<file path="config.mk">
export PLATFORM = sky130hd
export DESIGN_NAME = pattern_sequencer
export DESIGN_NICKNAME = d
export VERILOG_FILES = /design/src/rtl/pattern_sequencer.sv
export SDC_FILE = /design/constraint.sdc
export NUM_CORES = 1
export LEC_CHECK = 0
export ABC_AREA = 1
export CAP_MARGIN = 20
export CORE_UTILIZATION = 49
export DETAILED_ROUTE_END_ITERATION = 10
export PLACE_DENSITY = 0.78
export SLEW_MARGIN = 20
export SYNTH_ARGS = -nofsm -noshare
export SYNTH_HDL_FRONTEND = slang
export SYNTH_SLANG_ARGS = --single-unit
</file>
<file path="constraint.sdc">
create_clock -name CLOCK10M -period 1.75 [get_ports CLOCK10M]
set_input_delay 0.2625 -clock CLOCK10M [delete_from_list [all_inputs] [get_ports CLOCK10M]]
set_output_delay 0.2625 -clock CLOCK10M [all_outputs]
set_load 0.01 [all_outputs]
</file>
<file path="src/rtl/pattern_sequencer.sv">
// Pattern playback sequencer: fetches delay/pattern words from memory, shows each
// pattern after its tick delay and scores the user's key response within a window.
module pattern_sequencer #(
    parameter int          ADDR_W    = 10,
    parameter int unsigned BASE_ADDR = 0,
    parameter int          WINDOW    = 5
) (
    input  logic              CLOCK10M,
    input  logic              RESET_N,
    input  logic              counter10h,
    input  logic              start,
    input  logic              abort,
    output logic [ADDR_W-1:0] mem_addr,
    output logic              mem_rd,
    input  logic              mem_valid,
    input  logic [31:0]       read_data,
    input  logic [7:0]        user_key,
    output logic [7:0]        pattern_out,
    output logic              pattern_valid,
    output logic              busy,
    output logic              done,
    output logic [7:0]        hit_count,
    output logic [7:0]        miss_count,
    output logic              fault
);

    localparam int          WIN_W      = $clog2(WINDOW + 1);
    localparam logic [31:0] END_MARKER = 32'h0000_FFFF;

    typedef enum logic [2:0] {
        IDLE,
        FETCH,
        WAIT_DATA,
        DELAY,
        SHOW,
        NEXT
    } state_t;

    state_t             state_q, state_d;
    logic [ADDR_W-1:0]  addr_q, addr_d;
    logic [23:0]        delay_q, delay_d;
    logic [23:0]        cnt_q, cnt_d;
    logic [7:0]         pat_q, pat_d;
    logic [WIN_W-1:0]   win_q, win_d;
    logic [7:0]         pattern_out_q, pattern_out_d;
    logic               pvalid_q, pvalid_d;
    logic               mem_rd_q, mem_rd_d;
    logic               busy_q, busy_d;
    logic               done_q, done_d;
    logic [7:0]         hit_q, hit_d;
    logic [7:0]         miss_q, miss_d;
    logic               fault_q, fault_d;

    always_comb begin
        state_d       = state_q;
        addr_d        = addr_q;
        delay_d       = delay_q;
        cnt_d         = cnt_q;
        pat_d         = pat_q;
        win_d         = win_q;
        pattern_out_d = pattern_out_q;
        pvalid_d      = 1'b0;
        done_d        = 1'b0;
        hit_d         = hit_q;
        miss_d        = miss_q;
        fault_d       = fault_q;

        // abort outranks every other event, including start in IDLE
        if (abort) begin
            state_d       = IDLE;
            pattern_out_d = 8'h00;
        end else begin
            case (state_q)
                IDLE: begin
                    if (start) begin
                        state_d       = FETCH;
                        addr_d        = ADDR_W'(BASE_ADDR);
                        hit_d         = 8'h00;
                        miss_d        = 8'h00;
                        fault_d       = 1'b0;
                        pattern_out_d = 8'h00;
                    end
                end
                FETCH: state_d = WAIT_DATA;
                WAIT_DATA: begin
                    if (mem_valid) begin
                        if (read_data == END_MARKER) begin
                            done_d  = 1'b1;
                            state_d = IDLE;
                        end else begin
                            delay_d = read_data[31:8];
                            pat_d   = read_data[7:0];
                            cnt_d   = 24'd0;
                            state_d = DELAY;
                        end
                    end
                end
                DELAY: begin
                    if (cnt_q == delay_q) begin
                        state_d       = SHOW;
                        pattern_out_d = pat_q;
                        pvalid_d      = 1'b1;
                        win_d         = '0;
                    end else if (counter10h) begin
                        cnt_d = cnt_q + 24'd1;
                    end
                end
                SHOW: begin
                    // a key match on the same cycle as the window expiring counts as a hit
                    if (user_key == pat_q) begin
                        hit_d   = (hit_q == 8'hFF) ? hit_q : hit_q + 8'd1;
                        state_d = NEXT;
                    end else if (counter10h) begin
                        if (win_q == WIN_W'(WINDOW - 1)) begin
                            miss_d  = (miss_q == 8'hFF) ? miss_q : miss_q + 8'd1;
                            state_d = NEXT;
                        end else begin
                            win_d = win_q + WIN_W'(1);
                        end
                    end
                end
                NEXT: begin
                    if (&addr_q) begin
                        fault_d = 1'b1;
                        state_d = IDLE;
                    end else begin
                        addr_d  = addr_q + ADDR_W'(1);
                        state_d = FETCH;
                    end
                end
                default: state_d = IDLE;
            endcase
        end

        mem_rd_d = (state_d == FETCH);
        busy_d   = (state_d != IDLE);
    end

    always_ff @(posedge CLOCK10M) begin
        if (!RESET_N) begin
            state_q       <= IDLE;
            addr_q        <= ADDR_W'(BASE_ADDR);
            delay_q       <= 24'd0;
            cnt_q         <= 24'd0;
            pat_q         <= 8'h00;
            win_q         <= '0;
            pattern_out_q <= 8'h00;
            pvalid_q      <= 1'b0;
            mem_rd_q      <= 1'b0;
            busy_q        <= 1'b0;
            done_q        <= 1'b0;
            hit_q         <= 8'h00;
            miss_q        <= 8'h00;
            fault_q       <= 1'b0;
        end else begin
            state_q       <= state_d;
            addr_q        <= addr_d;
            delay_q       <= delay_d;
            cnt_q         <= cnt_d;
            pat_q         <= pat_d;
            win_q         <= win_d;
            pattern_out_q <= pattern_out_d;
            pvalid_q      <= pvalid_d;
            mem_rd_q      <= mem_rd_d;
            busy_q        <= busy_d;
            done_q        <= done_d;
            hit_q         <= hit_d;
            miss_q        <= miss_d;
            fault_q       <= fault_d;
        end
    end

    assign mem_addr      = addr_q;
    assign mem_rd        = mem_rd_q;
    assign pattern_out   = pattern_out_q;
    assign pattern_valid = pvalid_q;
    assign busy          = busy_q;
    assign done          = done_q;
    assign hit_count     = hit_q;
    assign miss_count    = miss_q;
    assign fault         = fault_q;

endmodule

</file>
==> flow_summary.ini, run 1 <==
[synthesis]
yosys.area_share.xor_xnor = 0.0658
synthAdderAreaFrac = 0.0134
synthSimpleGateAreaFrac = 0.364
syn_area_sq_mm = 0.00559
ys_warn_count = 0
synth_top_family_by_area = simple AND/OR/NAND/NOR gates
synth_top_area_cell = dfxtp_1
synth_fp_nets = 890
synth-main-ff-cell = dfxtp_1
yosysSeqAreaShare = 0.362
synth_cell_types = 35
synth-compound-area-share = 0.108
synth_area_leaders = dfxtp_1 (36%), nand2_1 (14%), nand3_1 (8.4%), a21oi_1 (8.3%), nor2_1 (6.9%)
async_flop_share = 0
syn_area_per_cell_sq_um = 6.67
synth_most_common_cell = nand2_1
synthMuxAreaShare = 0
synth_commonest_cells = nand2_1 (212), nor2_1 (102), dfxtp_1 (101), nand3_1 (94), a21oi_1 (93)
synth.top_cell.area_share = 0.362
synth_edf_count = 0
synth_seq_cells = 101
synth_cells = 838

[hold_path]
hold_class = in2reg
min_path_cells = 4
min-delay-start = read_data[11]
whs_endpoint = delay_q[3]

[critical_path]
worstReg2RegEnd = cnt_q[12]
rr_worst_depth = 9
crit_slowest_cell = dfxtp_1
crit_path_start = cnt_q[3]
worstPathRequired_ns = 2.03
arrival_ns = 2.13
regToRegSetupSlack_ns = -0.10
critPathKind = reg2reg
crit_chain = xnor2_1 > nand4_1 > nor2_4 > nand3_4 > buf_12 > nand2_8 > clkbuf_16 > nand2_1 > a21oi_1
crit_path_max_fanout = 7
critPathBufInv = 2
max_stage_delay_ns = 0.46
critical_path.top_delay_family = simple AND/OR/NAND/NOR gates
cp-start-kind = flip-flop
end_kind = flip-flop
cp.depth = 9
crit-reg2reg-launch = cnt_q[3]

[clock_network]
cts.clk_slew.worst_paths_ns = 0.07
holdBufCountCts = 0
clkLatencyLatePin_ns = 0.36
ctsHtreeMaxLevel = 3
clock-sinks = 101
cts_tree = built
clock_path_buffers = 2
clock-root-buffer = clkbuf_16
cts_buffers = 9

[sta]
hold_viol_final = 0
setup_viol = 33
slew_violations = 0
slew_headroom = 0.750
finalCritPeriodShare = 1.06
fmax_mhz = 540
holdWs_ns = 0.345
setup_ws_ns = -0.101
fin_tns_setup_ns = -1.31
finalCriticalPeriod_ns = 1.85
rsz0062_at_grt = true
worst_clock_skew_ns = 0.0110
max_slew.worst_pin.slew_ns = 0.374

[cells_and_area]
design_area_sq_mm = 0.00810
num_antenna_cells = 0
ff_latch_area_sq_mm = 0.00206
nets = 1060
multi_input_area_sq_mm = 0.00344
drive_gt1_frac = 0.241
fillCellCount = 768
area_growth_pct = 44.9

[power_and_ir_drop]
peakVddDrop_v = 0.000412
p_leak_nw = 3.09
finalPower_mw = 5.02
powerDensity_mw_per_mm2 = 620

[routing]
drt_iter0_drc = 463
drcViolationCount = 0
vias = 6260
wire_per_inst_microns = 14.9
antenna_left = 0
avgViaCountPerCell = 5.43
dr.pass1.iters = 7
drt_wl_total_microns = 17200

[grt]
overflow = 0
grt_pass1_vias = 5576
antenna_found_initial = 0
grt_pass1_wl_microns = 24800
grt_max_degree = 58
track_usage = 0.260

[status]
status = finished, violations left
failed_checks = setup timing

[placement]
portBuffers = 84
place_congestion = 0.913
preCtsSetupSlack_ns = -0.388
place_hpwl_microns = 10600
place_area_sq_mm = 0.00719

[floorplanning]
fp.dieH_microns = 109
start_util = 0.509
die-area_sq_mm = 0.0118
row_count = 38
die_x_microns = 109
ios = 85
core_sq_mm = 0.0110

[run]
cap_violations = 0
## sequential cells by signal, indices dropped and copies added, names as in the netlist, 3 cells and up
register	flops
cnt_q	24
delay_q	24
hit_count	8
mem_addr	10
miss_count	8
pat_q	8
pattern_out	8
state_q	3
win_q	3
## timing repair
item	4_1_cts	5_1_grt
endpoints found under the setup margin	53	83
resized for setup	3	131
cloned	0	3
buffers inserted	0	6
pin swaps	0	32
## where the power goes
| group | switching, mW | total [mW] | internal (mW) |
|---|---|---|---|
| sequential | 0.0166 | 2.33 | 2.31 |
| clock | 0.895 | 2.20 | 1.31 |
| combinational | 0.244 | 0.491 | 0.247 |
## worst min-delay path, stage by stage
cell and delay (ns):
dlymetal6s2s_1 0.14, buf_4 0.13, nand3_1 0.06, a21oi_1 0.06
## cells by family after synthesis
family	Yosys count
flops	101
buf+inv	107
simple gates	466
compound gates	116
fa+ha+maj	6
xor+xnor	42
## metrics by stage
step / utilization / std cells
floorplan: - / 838
global placement: 0.655 / 1128
detailed placement: 0.655 / 1128
CTS: 0.686 / 1144
global route: 0.737 / 1153
finish: 0.737 / 1153
## how the worst max path moves through the flow
stage / end / slack [ns]
final: cnt_q[12] / -0.10
after global routing: cnt_q[12] / -0.17
after detailed placement: pat_q[0] / -0.39
after CTS: delay_q[12] / 0.02
after floorplan: mem_addr[4] / 0.1
after global placement: delay_q[5] / -0.34
## layout make-up
cell class	instances	area share
Multi-Input combinational cell	630	0.425
Sequential cell	101	0.254
Timing Repair Buffer	190	0.223
Clock buffer	14	0.0363
Inverter	76	0.0360
Tap cell	140	0.0216
Clock inverter	2	0.00464
## cells in the final DEF (no fill, tap or decap), types with 2 or more instances in the layout
cell / instances
nand2_1: 198
buf_4: 92
nand3_1: 91
nor2_1: 86
dfxtp_1: 80
clkdlybuf4s50_1: 76
a21oi_1: 65
inv_1: 64
a21oi_2: 28
nand4_1: 22
xnor2_1: 20
xor2_1: 20
dfxtp_2: 18
nor2_2: 16
o21ai_0: 16
clkbuf_16: 12
nor3_1: 10
nand2_2: 10
nand2_4: 10
inv_2: 10
dlymetal6s2s_1: 8
nor2_4: 7
buf_12: 6
ha_1: 5
clkbuf_8: 5
buf_6: 5
nor3_2: 3
nand3_2: 3
dfxtp_4: 3
o21a_1: 2
nand2_8: 2
xnor2_2: 2
nand3_4: 2
clkinvlp_4: 2
## layer usage
layer,part of all wire,track usage
met1,0.41,0.353
met2,0.48,0.424
met3,0.078,0.0406
met4,0.030,0.0801
met5,0,0
(Power assumes the default switching activity.)
==> run 2, diff against run 1 <==
--- a/config.mk
+++ b/config.mk
@@ -9,7 +9,9 @@
 export CAP_MARGIN = 20
 export CORE_UTILIZATION = 49
 export DETAILED_ROUTE_END_ITERATION = 10
+export MAX_ROUTING_LAYER = met4
 export PLACE_DENSITY = 0.78
+export SKIP_LAST_GASP = 1
 export SLEW_MARGIN = 20
 export SYNTH_ARGS = -nofsm -noshare
 export SYNTH_HDL_FRONTEND = slang
==> flow_summary.ini, run 2 (same netlist as run 1, synthesis figures left out) <==
[status]
status = finished, violations left
failed_checks = setup timing

[clock_network]
clock-root-buffer = clkbuf_16
cts.clk_slew.worst_paths_ns = 0.07
clkLatencyLatePin_ns = 0.35
cts_buffers = 9
clock-sinks = 101
ctsHtreeMaxLevel = 3
clock_path_buffers = 2
cts_tree = built

[placement]
place_area_sq_mm = 0.00719
place_congestion = 0.929
portBuffers = 84
place_hpwl_microns = 10600
preCtsSetupSlack_ns = -0.388
dp.cells = 1128

[cells_and_area]
instances_no_fill = 1152
area_growth_pct = 42.2
nets = 1059
final_cell_mix = nand2_1 (205), buf_4 (94), nand3_1 (92)
num_antenna_cells = 0
drive_gt1_frac = 0.216
design_area_sq_mm = 0.00795
layout_commonest_cell = nand2_1

[floorplanning]
row_count = 38
die-area_sq_mm = 0.0118
fp.dieH_microns = 109
core_sq_mm = 0.0110
ios = 85
die_x_microns = 109
start_util = 0.509

[routing]
drcViolationCount = 0
dr.pass1.iters = 7
drt_wl_total_microns = 16200
wire_per_inst_microns = 14.1
avgViaCountPerCell = 5.40
antenna_left = 0
vias = 6220
drt_iter0_drc = 473

[sta]
max_slew.worst_pin.slew_ns = 0.346
finalCritPeriodShare = 1.00
slew_violations = 0
slew_headroom = 0.769
worst_clock_skew_ns = 0.00576
setup_ws_ns = -0.00342
setup_viol = 3
fin_tns_setup_ns = -0.00598
fmax_mhz = 570
finalCriticalPeriod_ns = 1.75
rsz0062_at_grt = true
hold_viol_final = 0

[power_and_ir_drop]
p_leak_nw = 3.06
power_frac_comb = 0.095
netSwitchingFraction = 0.227
pwr-share-clk = 0.439
peakVddDrop_v = 0.000383
pwr-share-seq = 0.466
internal_power_mw = 3.86
switching_power_mw = 1.14
finalPower_mw = 5.00
powerDensity_mw_per_mm2 = 629

[grt]
grt_max_degree = 58
grt_pass1_wl_microns = 24800
overflow = 0
grt_pass1_vias = 5574
track_usage = 0.268
antenna_found_initial = 0

[run]
cap_violations = 0

[critical_path]
worstPathRequired_ns = 2.00
critPathKind = reg2reg
cp-start-kind = flip-flop
regToRegSetupSlack_ns = -0.003
end_kind = flip-flop
arrival_ns = 2.00
crit_path_max_fanout = 8

[hold_path]
hold_class = in2reg
-- run 2: what timing repair did --
action	4_1_cts	5_1_grt
setup endpoints to repair	53	83
gates resized for setup	2	101
pin swaps	0	18
hold buffers	0	0
cloned	0	3
setup buffers	0	5
-- run 2: path summary, 6_finish.rpt --
path                 start             end  depth (start not counted)
max               cnt_q[0]  pattern_out[1]                         10
min          read_data[12]      delay_q[4]                          4
max reg2reg       cnt_q[0]  pattern_out[1]                         10
min reg2reg     delay_q[7]      delay_q[7]                          2
-- run 2: critical path: stages, from the launching register on --
cell and delay (ns):
dfxtp_4 0.37, xnor2_2 0.15, nand2_1 0.08, nor2_2 0.14, nand2_2 0.10, nor2_4 0.13, nand3_4 0.15, nand2_4 0.12
clkinvlp_4 0.19, a21oi_1 0.17, nor2_1 0.05
-- run 2: cell type report --
| class | count | area, sq um |
|---|---|---|
| timing repair buffer | 189 | 1780 |
| fill | 817 | 3030 |
| inverter | 76 | 292 |
| sequential | 101 | 2060 |
| tap | 140 | 175 |
| clock buffer | 14 | 294 |
| clock inverter | 2 | 37.5 |
| multi-input combinational | 630 | 3320 |
-- run 2: power groups by stage --
| stage | Clock [mW] | Combinational [mW] | Sequential, mW |
|---|---|---|---|
| after detailed placement | 0 | 0.435 | 2.38 |
| after CTS | 2.20 | 0.439 | 2.33 |
| after floorplan | 0 | 0.170 | 2.39 |
| final | 2.19 | 0.477 | 2.33 |
| after global placement | 0 | 0.429 | 2.38 |
| after global routing | 2.30 | 0.515 | 2.33 |
-- run 2: layer usage --
layer | share of wire | GRT usage | vias up
met5 | 0 | - | -
met4 | 0.021 | 0.0714 | 0
met3 | 0.060 | 0.0472 | 36
met2 | 0.48 | 0.425 | 198
met1 | 0.44 | 0.352 | 2921
li1 | - | - | 3065
-- run 2: metrics by stage --
step	hold WS [ns]	utilization
6_report	0.336	0.724
3_3_place_gp	0.459	0.655
3_5_place_dp	0.468	0.655
4_1_cts	0.478	0.686
5_1_grt	0.351	0.724
2_1_floorplan	0.385	-
==> run 3, diff against run 2 <==
--- a/config.mk
+++ b/config.mk
@@ -7,7 +7,8 @@
 export LEC_CHECK = 0
 export ABC_AREA = 1
 export CAP_MARGIN = 20
-export CORE_UTILIZATION = 49
+export CORE_UTILIZATION = 51
+export CTS_BUF_LIST = sky130_fd_sc_hd__clkbuf_4 sky130_fd_sc_hd__clkbuf_8
 export DETAILED_ROUTE_END_ITERATION = 10
 export MAX_ROUTING_LAYER = met4
 export PLACE_DENSITY = 0.78
==> constraint.sdc (replaced) <==
create_clock -name CLOCK10M -period 2.2 [get_ports CLOCK10M]
set_input_delay 0.33 -clock CLOCK10M [delete_from_list [all_inputs] [get_ports CLOCK10M]]
set_output_delay 0.33 -clock CLOCK10M [all_outputs]
set_load 0.01 [all_outputs]
==> flow_summary.ini, run 3 (same netlist as run 1, synthesis figures left out) <==
[power_and_ir_drop]
pwr-share-clk = 0.365
powerDensity_mw_per_mm2 = 496
pwr-share-seq = 0.549
power_frac_comb = 0.086
netSwitchingFraction = 0.231
finalPower_mw = 3.38
p_leak_nw = 2.43
peakVddDrop_v = 0.000351
internal_power_mw = 2.60
switching_power_uw = 782

[critical_path]
crit_chain = ha_1 > nand2_1 > nor3_2 > nand3_1 > xor2_1 > nor2_1 > nand3_1 > a21oi_1
critPathBufInv = 0
crit_path_max_fanout = 7
cp-start-kind = flip-flop
max_stage_delay_ns = 0.50
regToRegSetupSlack_ns = 0.23
critical_path.top_delay_family = simple AND/OR/NAND/NOR gates
crit_slowest_cell = dfxtp_1
arrival_ns = 2.28
worstReg2RegEnd = cnt_q[14]
crit-reg2reg-launch = cnt_q[0]
end_kind = flip-flop
path_common_cell = nand3_1
critPathKind = reg2reg
rr_worst_depth = 8
worstPathRequired_ns = 2.51

[floorplanning]
fp.dieH_microns = 107
ios = 85
row_count = 37
core_sq_mm = 0.0105
die-area_sq_mm = 0.0114
start_util = 0.534
die_x_microns = 107

[cells_and_area]
num_antenna_cells = 0
final_cell_mix = nand2_1 (212), nor2_1 (102), dfxtp_1 (101)
nets = 973
fillCellCount = 965
drive_gt1_frac = 0.0680
layout_commonest_cell = nand2_1
area_growth_pct = 21.9

[sta]
setup_viol = 0
worst_clock_skew_ns = 0.0107
hold_viol_final = 0
fmax_mhz = 508
slew_headroom = 0.630
finalCriticalPeriod_ns = 1.97
rsz0062_at_grt = false
slew_violations = 0
holdWs_ns = 0.480
max_slew.worst_pin.slew_ns = 0.551
fin_tns_setup_ns = 0
finalCritPeriodShare = 0.894

[clock_network]
clock-root-buffer = clkbuf_8
clock-sinks = 101
clkLatencyLatePin_ns = 0.37
clock_path_buffers = 2
holdBufCountCts = 0
cts.clk_slew.worst_paths_ns = 0.09
ctsHtreeMaxLevel = 3
cts_buffers = 9
cts_setup_buffers = 0
cts_tree = built
cts_resized = 0

[placement]
place_hpwl_microns = 9780
portBuffers = 84
place_congestion = 0.919

[status]
status = complete, no violations

[hold_path]
min_path_cells = 2
whs_endpoint = delay_q[13]
min-delay-start = delay_q[13]
hold_class = reg2reg

[routing]
drt_iter0_drc = 381
drcViolationCount = 0
dr.pass1.iters = 5
drt_wl_total_microns = 13500
vias = 5549
wire_per_inst_microns = 12.7
antenna_left = 0
avgViaCountPerCell = 5.23

[grt]
track_usage = 0.252
antenna_found_initial = 0
grt_pass1_wl_microns = 22800
grt_max_degree = 73
grt_pass1_vias = 5036
overflow = 0

[run]
cap_violations = 0
[run 3: how the worst max path moves through the flow]
stage	startpoint	end	slack, ns	cells after the start
after detailed placement	read_data[13]	delay_q[11]	-0.03	12
after floorplan	mem_addr[1]	mem_addr[4]	0.55	10
after CTS	cnt_q[0]	cnt_q[14]	0.25	8
after global placement	read_data[8]	cnt_q[4]	0.07	12
final	cnt_q[0]	cnt_q[14]	0.23	8
after global routing	cnt_q[0]	cnt_q[14]	0.02	8
[run 3: per-stage QoR]
step / area (sq um) / setup slack [ns] / std cells / util
floorplan: 5590 / 0.546 / 838 / -
global placement: 6600 / 0.0673 / 1046 / 0.631
detailed placement: 6600 / -0.0313 / 1046 / 0.631
CTS: 6810 / 0.254 / 1062 / 0.651
global route: 6810 / 0.0244 / 1062 / 0.651
finish: 6810 / 0.233 / 1062 / 0.651
[run 3: power groups by stage]
| stage | Sequential [mW] | Clock, mW | Combinational (mW) |
|---|---|---|---|
| 6_report | 1.85 | 1.23 | 0.290 |
| 5_1_grt | 1.86 | 1.34 | 0.321 |
| 4_1_cts | 1.85 | 1.26 | 0.289 |
| 3_5_place_dp | 1.90 | 0 | 0.288 |
| 3_3_place_gp | 1.90 | 0 | 0.287 |
| 2_1_floorplan | 1.90 | 0 | 0.136 |
[run 3: final cells by class]
| cell class | count | area [sq um] | area share |
|---|---|---|---|
| Multi-Input combinational cell | 630 | 3080 | 0.452 |
| Timing Repair Buffer | 103 | 1050 | 0.154 |
| Inverter | 76 | 285 | 0.0419 |
| Tap cell | 136 | 170 | 0.0250 |
| Clock buffer | 13 | 166 | 0.0244 |
| Sequential cell | 101 | 2020 | 0.297 |
| Clock inverter | 3 | 43.8 | 0.00643 |
[run 3: tightest hold or removal path: cells and delay by family, from the launching register on]
| family | cells | cell delay [ns] |
|---|---|---|
| and+or+nand+nor | 1 | 0.06 |
| AOI/OAI and AO/OA | 1 | 0.05 |
| DFF | 1 | 0.33 |
[run 3: routing by layer]
layer	GRT usage	up-vias	part of all wire
met3	0.0547	14	0.063
met4	0.0577	0	0.012
met5	-	-	0
met1	0.336	2489	0.48
li1	-	2889	-
met2	0.391	157	0.44
